**src/rtl/rs422_rx_channel.sv**
```systemverilog
`default_nettype none
// ============================================================================
// Module   : rs422_rx_channel
// Purpose  : Per-port RS-422 8N1 asynchronous receiver with a byte FIFO that
//            a collector drains through a ready/read/used handshake.
// Ports    : i_clk   - sampling clock
//            i_rst   - asynchronous active-low reset
//            i_rx    - serial line, idle high, asynchronous to i_clk
//            i_baud  - clocks per oversample tick (0 behaves as 1)
//            i_read  - pop request from the collector
//            o_ready - FIFO holds at least one byte
//            o_used  - one-cycle pulse, o_D carries the byte just popped
//            o_D     - popped byte while o_used, else 8'h00 (bus-OR safe)
//            o_ferr  - one-cycle pulse, framing error, byte discarded
//            o_ovf   - one-cycle pulse, byte completed while FIFO full
// Revision : 1.0 - initial release
// ============================================================================
module rs422_rx_channel #(
    parameter int DEPTH = 16,
    parameter int AW    = 4,
    parameter int OVS   = 16
) (
    input  logic        i_clk,
    input  logic        i_rst,
    input  logic        i_rx,
    input  logic [15:0] i_baud,
    input  logic        i_read,
    output logic        o_ready,
    output logic        o_used,
    output logic [7:0]  o_D,
    output logic        o_ferr,
    output logic        o_ovf
);

    localparam logic [3:0]  c_half  = 4'(OVS / 2 - 1);
    localparam logic [3:0]  c_last  = 4'(OVS - 1);
    localparam logic [AW:0] c_depth = (AW + 1)'(DEPTH);

    typedef enum logic [1:0] {
        S_IDLE  = 2'd0,
        S_START = 2'd1,
        S_DATA  = 2'd2,
        S_STOP  = 2'd3
    } state_t;

    state_t        r_state, w_state_nxt;
    logic          r_rx_meta, r_rxs;
    logic          r_armed;
    logic [15:0]   r_cnt, r_div;
    logic [15:0]   w_baud_eff;
    logic          w_tick;
    logic [3:0]    r_st, w_st_nxt;
    logic [2:0]    r_bc, w_bc_nxt;
    logic [7:0]    r_shift, w_shift_nxt;
    logic          w_push_req, w_ferr_req;

    logic [7:0]    r_mem [DEPTH];
    logic [AW:0]   r_wr, r_rd;
    logic [AW:0]   w_count;
    logic          w_full, w_pop, w_push, w_ovf_req;
    logic [7:0]    r_data;
    logic          r_used, r_ferr, r_ovf;

    // ------------------------------------------------------------------
    // Two-flop synchroniser; reset to the idle (high) line level
    // ------------------------------------------------------------------
    always_ff @(posedge i_clk or negedge i_rst) begin
        if (!i_rst) begin
            r_rx_meta <= 1'b1;
            r_rxs     <= 1'b1;
        end else begin
            r_rx_meta <= i_rx;
            r_rxs     <= r_rx_meta;
        end
    end

    // ------------------------------------------------------------------
    // Oversample tick generator. The divisor is captured while idle and at
    // every wrap, so a new i_baud only takes effect on a counter wrap.
    // ------------------------------------------------------------------
    assign w_baud_eff = (i_baud == 16'd0) ? 16'd1 : i_baud;
    assign w_tick     = (r_state != S_IDLE) && (r_cnt == r_div - 16'd1);

    always_ff @(posedge i_clk or negedge i_rst) begin
        if (!i_rst) begin
            r_cnt <= 16'd0;
            r_div <= 16'd1;
        end else if (r_state == S_IDLE || w_tick) begin
            r_cnt <= 16'd0;
            r_div <= w_baud_eff;
        end else begin
            r_cnt <= r_cnt + 16'd1;
        end
    end

    // ------------------------------------------------------------------
    // Frame FSM: state register
    // ------------------------------------------------------------------
    always_ff @(posedge i_clk or negedge i_rst) begin
        if (!i_rst) begin
            r_state <= S_IDLE;
            r_st    <= 4'd0;
            r_bc    <= 3'd0;
            r_shift <= 8'h00;
            r_armed <= 1'b1;
        end else begin
            r_state <= w_state_nxt;
            r_st    <= w_st_nxt;
            r_bc    <= w_bc_nxt;
            r_shift <= w_shift_nxt;
            // A framing error disarms the receiver until the line is seen
            // high again, so a line stuck low reports only one error.
            if (w_ferr_req)
                r_armed <= 1'b0;
            else if (r_rxs)
                r_armed <= 1'b1;
        end
    end

    // ------------------------------------------------------------------
    // Frame FSM: next state
    // ------------------------------------------------------------------
    always_comb begin
        w_state_nxt = r_state;
        w_st_nxt    = r_st;
        w_bc_nxt    = r_bc;
        w_shift_nxt = r_shift;
        w_push_req  = 1'b0;
        w_ferr_req  = 1'b0;
        case (r_state)
            S_IDLE: begin
                w_st_nxt = 4'd0;
                if (!r_rxs && r_armed)
                    w_state_nxt = S_START;
            end
            S_START: begin
                if (w_tick) begin
                    if (r_st == c_half) begin
                        w_st_nxt = 4'd0;
                        if (r_rxs) begin
                            w_state_nxt = S_IDLE;   // glitch, not a start bit
                        end else begin
                            w_state_nxt = S_DATA;
                            w_bc_nxt    = 3'd0;
                        end
                    end else begin
                        w_st_nxt = r_st + 4'd1;
                    end
                end
            end
            S_DATA: begin
                if (w_tick) begin
                    if (r_st == c_last) begin
                        w_st_nxt    = 4'd0;
                        w_shift_nxt = {r_rxs, r_shift[7:1]};   // LSB first
                        if (r_bc == 3'd7)
                            w_state_nxt = S_STOP;
                        else
                            w_bc_nxt = r_bc + 3'd1;
                    end else begin
                        w_st_nxt = r_st + 4'd1;
                    end
                end
            end
            S_STOP: begin
                if (w_tick) begin
                    if (r_st == c_last) begin
                        w_st_nxt    = 4'd0;
                        w_state_nxt = S_IDLE;
                        if (r_rxs)
                            w_push_req = 1'b1;
                        else
                            w_ferr_req = 1'b1;
                    end else begin
                        w_st_nxt = r_st + 4'd1;
                    end
                end
            end
            default: w_state_nxt = S_IDLE;
        endcase
    end

    // ------------------------------------------------------------------
    // Byte FIFO. A pop in the same cycle frees the slot a full FIFO needs,
    // so push is still accepted then.
    // ------------------------------------------------------------------
    assign w_count   = r_wr - r_rd;
    assign w_full    = (w_count == c_depth);
    assign w_pop     = i_read && (w_count != '0);
    assign w_push    = w_push_req && (!w_full || w_pop);
    assign w_ovf_req = w_push_req && w_full && !w_pop;

    always_ff @(posedge i_clk) begin
        if (w_push)
            r_mem[r_wr[AW-1:0]] <= r_shift;
    end

    always_ff @(posedge i_clk or negedge i_rst) begin
        if (!i_rst) begin
            r_wr   <= '0;
            r_rd   <= '0;
            r_data <= 8'h00;
            r_used <= 1'b0;
            r_ferr <= 1'b0;
            r_ovf  <= 1'b0;
        end else begin
            if (w_push)
                r_wr <= r_wr + 1'b1;
            if (w_pop)
                r_rd <= r_rd + 1'b1;
            r_data <= w_pop ? r_mem[r_rd[AW-1:0]] : 8'h00;
            r_used <= w_pop;
            r_ferr <= w_ferr_req;
            r_ovf  <= w_ovf_req;
        end
    end

    assign o_ready = (w_count != '0);
    assign o_used  = r_used;
    assign o_D     = r_data;
    assign o_ferr  = r_ferr;
    assign o_ovf   = r_ovf;

endmodule
`default_nettype wire

```
**config.mk**
```make
export PLATFORM = sky130hd
export DESIGN_NAME = rs422_rx_channel
export DESIGN_NICKNAME = d
export VERILOG_FILES = /design/src/rtl/rs422_rx_channel.sv
export SDC_FILE = /design/constraint.sdc
export NUM_CORES = 1
export LEC_CHECK = 0
export ABC_AREA = 1
export CAP_MARGIN = 20
export CELL_PAD_IN_SITES_DETAIL_PLACEMENT = 1
export CELL_PAD_IN_SITES_GLOBAL_PLACEMENT = 2
export CORE_MARGIN = 4
export CORE_UTILIZATION = 35
export DETAILED_ROUTE_END_ITERATION = 10
export DONT_BUFFER_PORTS = 1
export PLACE_DENSITY_LB_ADDON = 0.1
export SYNTH_ARGS = -nofsm -noshare
export SYNTH_HDL_FRONTEND = slang
export SYNTH_SLANG_ARGS = --single-unit
```
**constraint.sdc**
```tcl
create_clock -name i_clk -period 7.6 [get_ports i_clk]
set_input_delay 1.52 -clock i_clk [delete_from_list [all_inputs] [get_ports i_clk]]
set_output_delay 1.52 -clock i_clk [all_outputs]
set_load 0.05 [all_outputs]
```
==> impl_metrics.ini, run 1 <==
[logic_synthesis]
synth.area.top_cells = edfxtp_1 41%, dfrtp_1 18%, nand2_1 11%
syn-cell-area_um2 = 9340
synth_commonest_cells = 262 x nand2_1, 128 x edfxtp_1, 69 x dfrtp_1, 63 x a21oi_1, 63 x inv_1
yosysWarnings = 0
synthCells = 919
synth-seq-cells = 201
ys.flop_type = edfxtp_1
syn-num-nets = 953
avgSynthCellArea_um2 = 10.2
ys_async_sr_fraction_pct = 36.3
yosysUniqueCellTypes = 47
synth_top_area_share_pct = 41.2
synth_edf_count = 128
synthMostInstantiatedCell = nand2_1
synth_top_cell_by_area = edfxtp_1
seq_area_frac_synth_pct = 60.8

[global_route]
antenna_found_initial = 0
grt_pass1_wl_um = 38600
grt_max_degree = 74
grt_remaining_overflow = 0
grt_pass1_vias = 6791
grt.total_usage_pct = 16.8

[routing]
first_pass_iters = 5
viasPerCell = 5.08
initialDrtViolationCount = 322
vias = 6421
drt_wl_total_um = 24100
ant_nets = 0
drc_errors = 0
wire_per_inst_um = 19.1

[cts]
ctsHoldBuffers = 0
path_clk_slew_ns = 0.06
post_cts_buffers = 0
clk_latency_ns = 0.50
root_buffer = clkbuf_16
cts_resized = 0
clock_sinks = 201
htreeDepth = 1
cts_buffer_depth = 3
cts_inserted_buffers = 23
cts_tree = built

[hold_path]
worstHoldPathType = reg -> reg

[sta]
relSlewSlack_pct = 21.5
tightest_slew_ns = 1.16
fin_crit_ns = 4.58
fin_crit_sh_pct = 60.2
final.setup.worst_slack_ns = 3.02
slew_violations = 0
rsz0062_at_grt = no
fin_setup_tns_ns = 0
final-hold-violation-count = 0
setup_viol = 0
fin_skew_ns = 0.0122
fmax_mhz = 218

[layout]
seq_area_um2 = 5680
antenna_cells = 0
drive_gt1_share_pct = 8.19
fin_util_pct = 39.6
multi_input_area_um2 = 3270
syn_to_final_growth_pct = 10.8
fillers = 2906
final_nets = 947

[critical_path]
endpoint_kind = output port
cp_max_fo = 21
cp-start-kind = flip-flop
crit_chain = inv_1, ha_1, inv_1, o21bai_1, a21oi_1, nor2_1, nor2_1, xor2_1, nand2b_1
cp_slowest_stage_delay_ns = 0.82
cpLargestDelayFamily = flip-flops
critPathBufInv = 2
cp.required_ns = 6.08
arrival_ns = 3.06
crit_type = reg -> out
critPathSlowestCell = dfrtp_1

[power_and_ir_drop]
netSwitchingFraction_pct = 38.2
p_sw_uw = 1360
power_density_nw_per_um2 = 345
peakVddDrop_mv = 0.198
cellLeakagePower_uw = 0.00436
p_int_uw = 2200
power_frac_seq_pct = 41.1
combPwrFrac_pct = 29.5
totalPowerFinal_uw = 3560
pwr-share-clk_pct = 29.4

[floorplan]
fp-row-count = 59
die_h_um = 171
die_w_um = 171
start_util_pct = 35.7
dieArea_um2 = 29400
pin_count = 32
core_um2 = 26100

[placed_design]
portBuffers = 0
hpwl_um = 16500
place_ws_ns = 3.52
gp_congestion = 0.815

[status]
status = completed

[flow_run]
cap_violations = 0
==> flip-flops by register name, summed over array words and instances, names as in the netlist, named ones only <==
register	cells
o_ferr	1
o_ovf	1
r_rd	5
r_rx_meta	1
r_mem	128
r_wr	5
r_rxs	1
r_cnt	16
r_shift	8
o_used	1
r_div	16
r_bc	3
o_D	8
r_armed	1
r_st	4
r_state	1
==> final timing paths <==
check / start / to / slack [ns] / depth (start not counted)
max in group asynchronous: i_rst / r_armed$_DFFE_PN1P_ / 6.68 / 0
max reg2reg: r_rd[1]$_DFFE_PN0P_ / r_mem[8][3]$_DFFE_PP_ / 3.82 / 11
min: r_rx_meta$_DFF_PN1_ / r_rxs$_DFF_PN1_ / 0.36 / 0
max: r_rd[1]$_DFFE_PN0P_ / o_ready / 3.02 / 9
min reg2reg: r_rx_meta$_DFF_PN1_ / r_rxs$_DFF_PN1_ / 0.36 / 0
min in group asynchronous: i_rst / r_div[1]$_DFFE_PN0N_ / 0.71 / 0
==> layer usage <==
layer  wire length [um]  part of all wire [%]  vias up  GRT usage [%]
met5                  0                     0        -              0
li1                   -                     -     3135              -
met2              11900                    49       97           29.5
met1              10500                    43     3150           21.5
met3                977                   4.1       39           2.64
met4                732                   3.0        0           5.17
==> worst reg2reg max path: stages (launching register included) <==
cell and delay [ns]:
dfrtp_1 0.82, inv_1 0.14, ha_1 0.33, inv_1 0.04
o21bai_1 0.19, a21oi_1 0.13, nor2_1 0.10, nor2_1 0.06
xor2_1 0.15, nand3b_1 0.55, nand3_4 0.19, nor2_1 0.71
==> per-stage QoR <==
step | hold WS, ns | cell area, um^2 | cells
4_1_cts | 0.356 | 10300 | 1263
6_report | 0.355 | 10300 | 1263
2_1_floorplan | 0.345 | 9340 | 919
5_1_grt | 0.358 | 10300 | 1263
3_5_place_dp | 0.348 | 9640 | 1223
3_3_place_gp | 0.346 | 9640 | 1223
==> placed cells by master (no fill, tap or decap), drive strengths merged <==
cell,netlist,final
clkbuf,17,25
xnor2,8,8
nand3b,6,6
a221oi,2,2
dfstp,4,4
a22oi,16,16
o22ai,1,1
a21oi,63,63
o211ai,3,3
inv,65,66
xnor3,1,1
clkinvlp,0,1
nand2b,1,1
dfrtp,69,69
nor2,80,80
o21ai,30,30
nand3,56,56
a211oi,7,7
nor4,4,4
nor3b,4,4
o311ai,3,3
or2,1,1
nand2,267,267
xor2,16,16
nor3,12,12
ha,14,14
edfxtp,128,128
and2,2,2
mux2i,1,1
buf,18,4
bufinv,0,2
a32o,11,11
clkinv,1,12
nand4,6,6
a41oi,1,1
o21bai,1,1
==> power by group through the flow <==
stage	clock network, uW	registers, uW	logic (uW)
2_1_floorplan	0	1420	827
3_3_place_gp	0	1490	1040
3_5_place_dp	0	1490	1060
4_1_cts	1080	1470	1070
5_1_grt	1120	1490	1210
6_report	1050	1470	1050
==> cell families after synthesis <==
kind of cell / share of synthesized area, %
and+or+nand+nor: 21.5
DFF: 60.8
AOI/OAI and AO/OA: 8.96
buffers and inverters: 4.26
xor gates and xnor gates: 2.57
adders and majority gates: 1.88
muxes: 0.107
==> area by class of cell <==
type                    instances  area share [%]
clock inverters                15            1.19
clock buffers                  25            5.64
inverters                      66            2.39
well taps                     335            4.05
flip-flops and latches        201            54.9
repair buffers                  4           0.290
multi-input cells             617            31.6
(Power assumes the default switching activity.)
==> inputs of run 2 (changes only) <==
==> constraint.sdc (replaced) <==
create_clock -name i_clk -period 4.1 [get_ports i_clk]
set_input_delay 0.82 -clock i_clk [delete_from_list [all_inputs] [get_ports i_clk]]
set_output_delay 0.82 -clock i_clk [all_outputs]
set_load 0.05 [all_outputs]
==> run 2 against run 1 <==
Cell area up 1.4%. Combinational power is 93% higher. Global-route usage rose by 0.31 points. Hold slack worse by 0.21 ns. Core utilization grew 0.54 points. Register-to-register slack worse by 3.1 ns. Non-clock buffer count is 6 higher. Sequential cell count unchanged. Cell count increased by 0.71%. Total power rose by 89%. Critical path depth down 1. Sequential share of layout area is 0.74 points lower.
==> impl_metrics.ini, run 2 (synthesized netlist as in run 1, its figures left out) <==
[sta]
tightest_slew_ns = 1.07
fin_setup_tns_ns = 0
fin_skew_ns = 0.0285
fin_crit_ns = 3.61
setup_viol = 0
fmax_mhz = 277
rsz0062_at_grt = no
relSlewSlack_pct = 28.0
slew_violations = 0
fin_crit_sh_pct = 87.9
final-hold-violation-count = 0

[cts]
cts_tree = built
cts_buffer_depth = 3
cts_resized = 0
clock_sinks = 201
htreeDepth = 1
path_clk_slew_ns = 0.06
ctsHoldBuffers = 2
clk_latency_ns = 0.52
post_cts_buffers = 0
root_buffer = clkbuf_16
cts_inserted_buffers = 24

[global_route]
antenna_found_initial = 0
grt_max_degree = 65
grt_remaining_overflow = 0
grt_pass1_wl_um = 39700
grt_pass1_vias = 7071
grt.total_usage_pct = 17.1

[layout]
largest_reg_flops = 128
antenna_cells = 0
syn_to_final_growth_pct = 12.3
layout.cells.non_filler = 1272
drive_gt1_share_pct = 8.64
final_nets = 954
final_cell_mix = 262 x nand2_1, 128 x edfxtp_1, 68 x dfrtp_1
layout_commonest_cell = nand2_1

[critical_path]
endpoint_kind = output port
crit_type = reg -> out
cp-start-kind = flip-flop
cp.required_ns = 3.28
cp_slowest_stage_delay_ns = 0.72
crit_chain = inv_1, ha_1, a21oi_1, nor2_1, nor2_1, xor2_1, nand2b_1, buf_12
critPathSlowestCell = dfrtp_1
crit_path_frequent_cell = nor2_1
arrival_ns = 2.79
cp_max_fo = 20

[placed_design]
gp_congestion = 0.811
portBuffers = 0
dpl.cell_count = 1227
hpwl_um = 17100

[floorplan]
start_util_pct = 35.7
core_um2 = 26100
die_h_um = 171
die_w_um = 171
pin_count = 32
fp-row-count = 59
dieArea_um2 = 29400

[routing]
viasPerCell = 5.07
wire_per_inst_um = 19.3
first_pass_iters = 4
ant_nets = 0
vias = 6453
initialDrtViolationCount = 260
drc_errors = 0
drt_wl_total_um = 24600

[flow_run]
cap_violations = 0

[power_and_ir_drop]
power_density_nw_per_um2 = 643
cellLeakagePower_uw = 0.00442
peakVddDrop_mv = 0.346

[status]
status = completed

[hold_path]
worstHoldPathType = in -> async
run 2: cell count changes in the layout (fill, tap and decap cells not counted), moves of 2 or more:
| cell | previous run | this run |
|---|---|---|
| buf_12 | 0 | 2 |
| buf_4 | 4 | 6 |
| clkinv_2 | 4 | 2 |
| clkbuf_1 | 2 | 4 |
run 2: power by group:
part / switching [uW] / internal [uW] / total, uW
combinational: 1380 / 649 / 2030
sequential: 375 / 2320 / 2690
clock: 809 / 1210 / 2020
run 2: final timing paths:
check / depth (start not counted) / end / slack [ns] / from
setup / recovery: 8 / o_ready / 0.49 / r_rd[2]$_DFFE_PN0P_
hold / removal: 0 / r_rx_meta$_DFF_PN1_ / 0.14 / i_rst
setup reg to reg: 16 / r_mem[9][1]$_DFFE_PP_ / 0.69 / r_div[0]$_DFFE_PN1N_
hold reg to reg: 0 / r_rxs$_DFF_PN1_ / 0.37 / r_rx_meta$_DFF_PN1_
max in group asynchronous: 1 / r_div[11]$_DFFE_PN0N_ / 3.25 / i_rst
min in group i_clk: 0 / r_rx_meta$_DFF_PN1_ / 0.29 / i_rx
run 2: routing by layer:
metal | up-vias | part of all wire (%) | GRT usage (%) | wire (um)
met5 | - | 0 | 0 | 0
met4 | 0 | 2.5 | 4.55 | 622
met3 | 34 | 3.8 | 2.71 | 939
met2 | 100 | 49 | 30.0 | 12100
met1 | 3177 | 44 | 22.2 | 10900
li1 | 3142 | - | - | -
run 2: area by class of cell:
cell class | count | area (um^2)
clock buffers | 29 | 629
clock inverters | 14 | 125
fillers | 2927 | 15600
inverters | 66 | 248
multi-input cells | 617 | 3270
flip-flops and latches | 201 | 5680
well taps | 335 | 419
repair buffers | 10 | 123
run 2: through the flow:
| stage | instance area, um^2 | power, uW | util, % | setup slack, ns | hold WS (ns) |
|---|---|---|---|---|---|
| 2_1_floorplan | 9340 | 4160 | - | 0.882 | 0.345 |
| 3_3_place_gp | 9700 | 4730 | 37.1 | 0.731 | 0.347 |
| 3_5_place_dp | 9700 | 4780 | 37.1 | 0.612 | 0.356 |
| 4_1_cts | 10500 | 6850 | 40.1 | 0.473 | 0.112 |
| 5_1_grt | 10500 | 7200 | 40.1 | 0.248 | 0.107 |
| 6_report | 10500 | 6740 | 40.1 | 0.495 | 0.140 |
run 2: critical path, delay by kind of cell (launching register included):
| kind | cells | cell delay (ns) |
|---|---|---|
| fa+ha+maj | 1 | 0.33 |
| simple gates | 3 | 0.47 |
| buf+inv | 2 | 0.32 |
| xor+xnor | 1 | 0.18 |
| compound gates | 1 | 0.25 |
| flops | 1 | 0.72 |
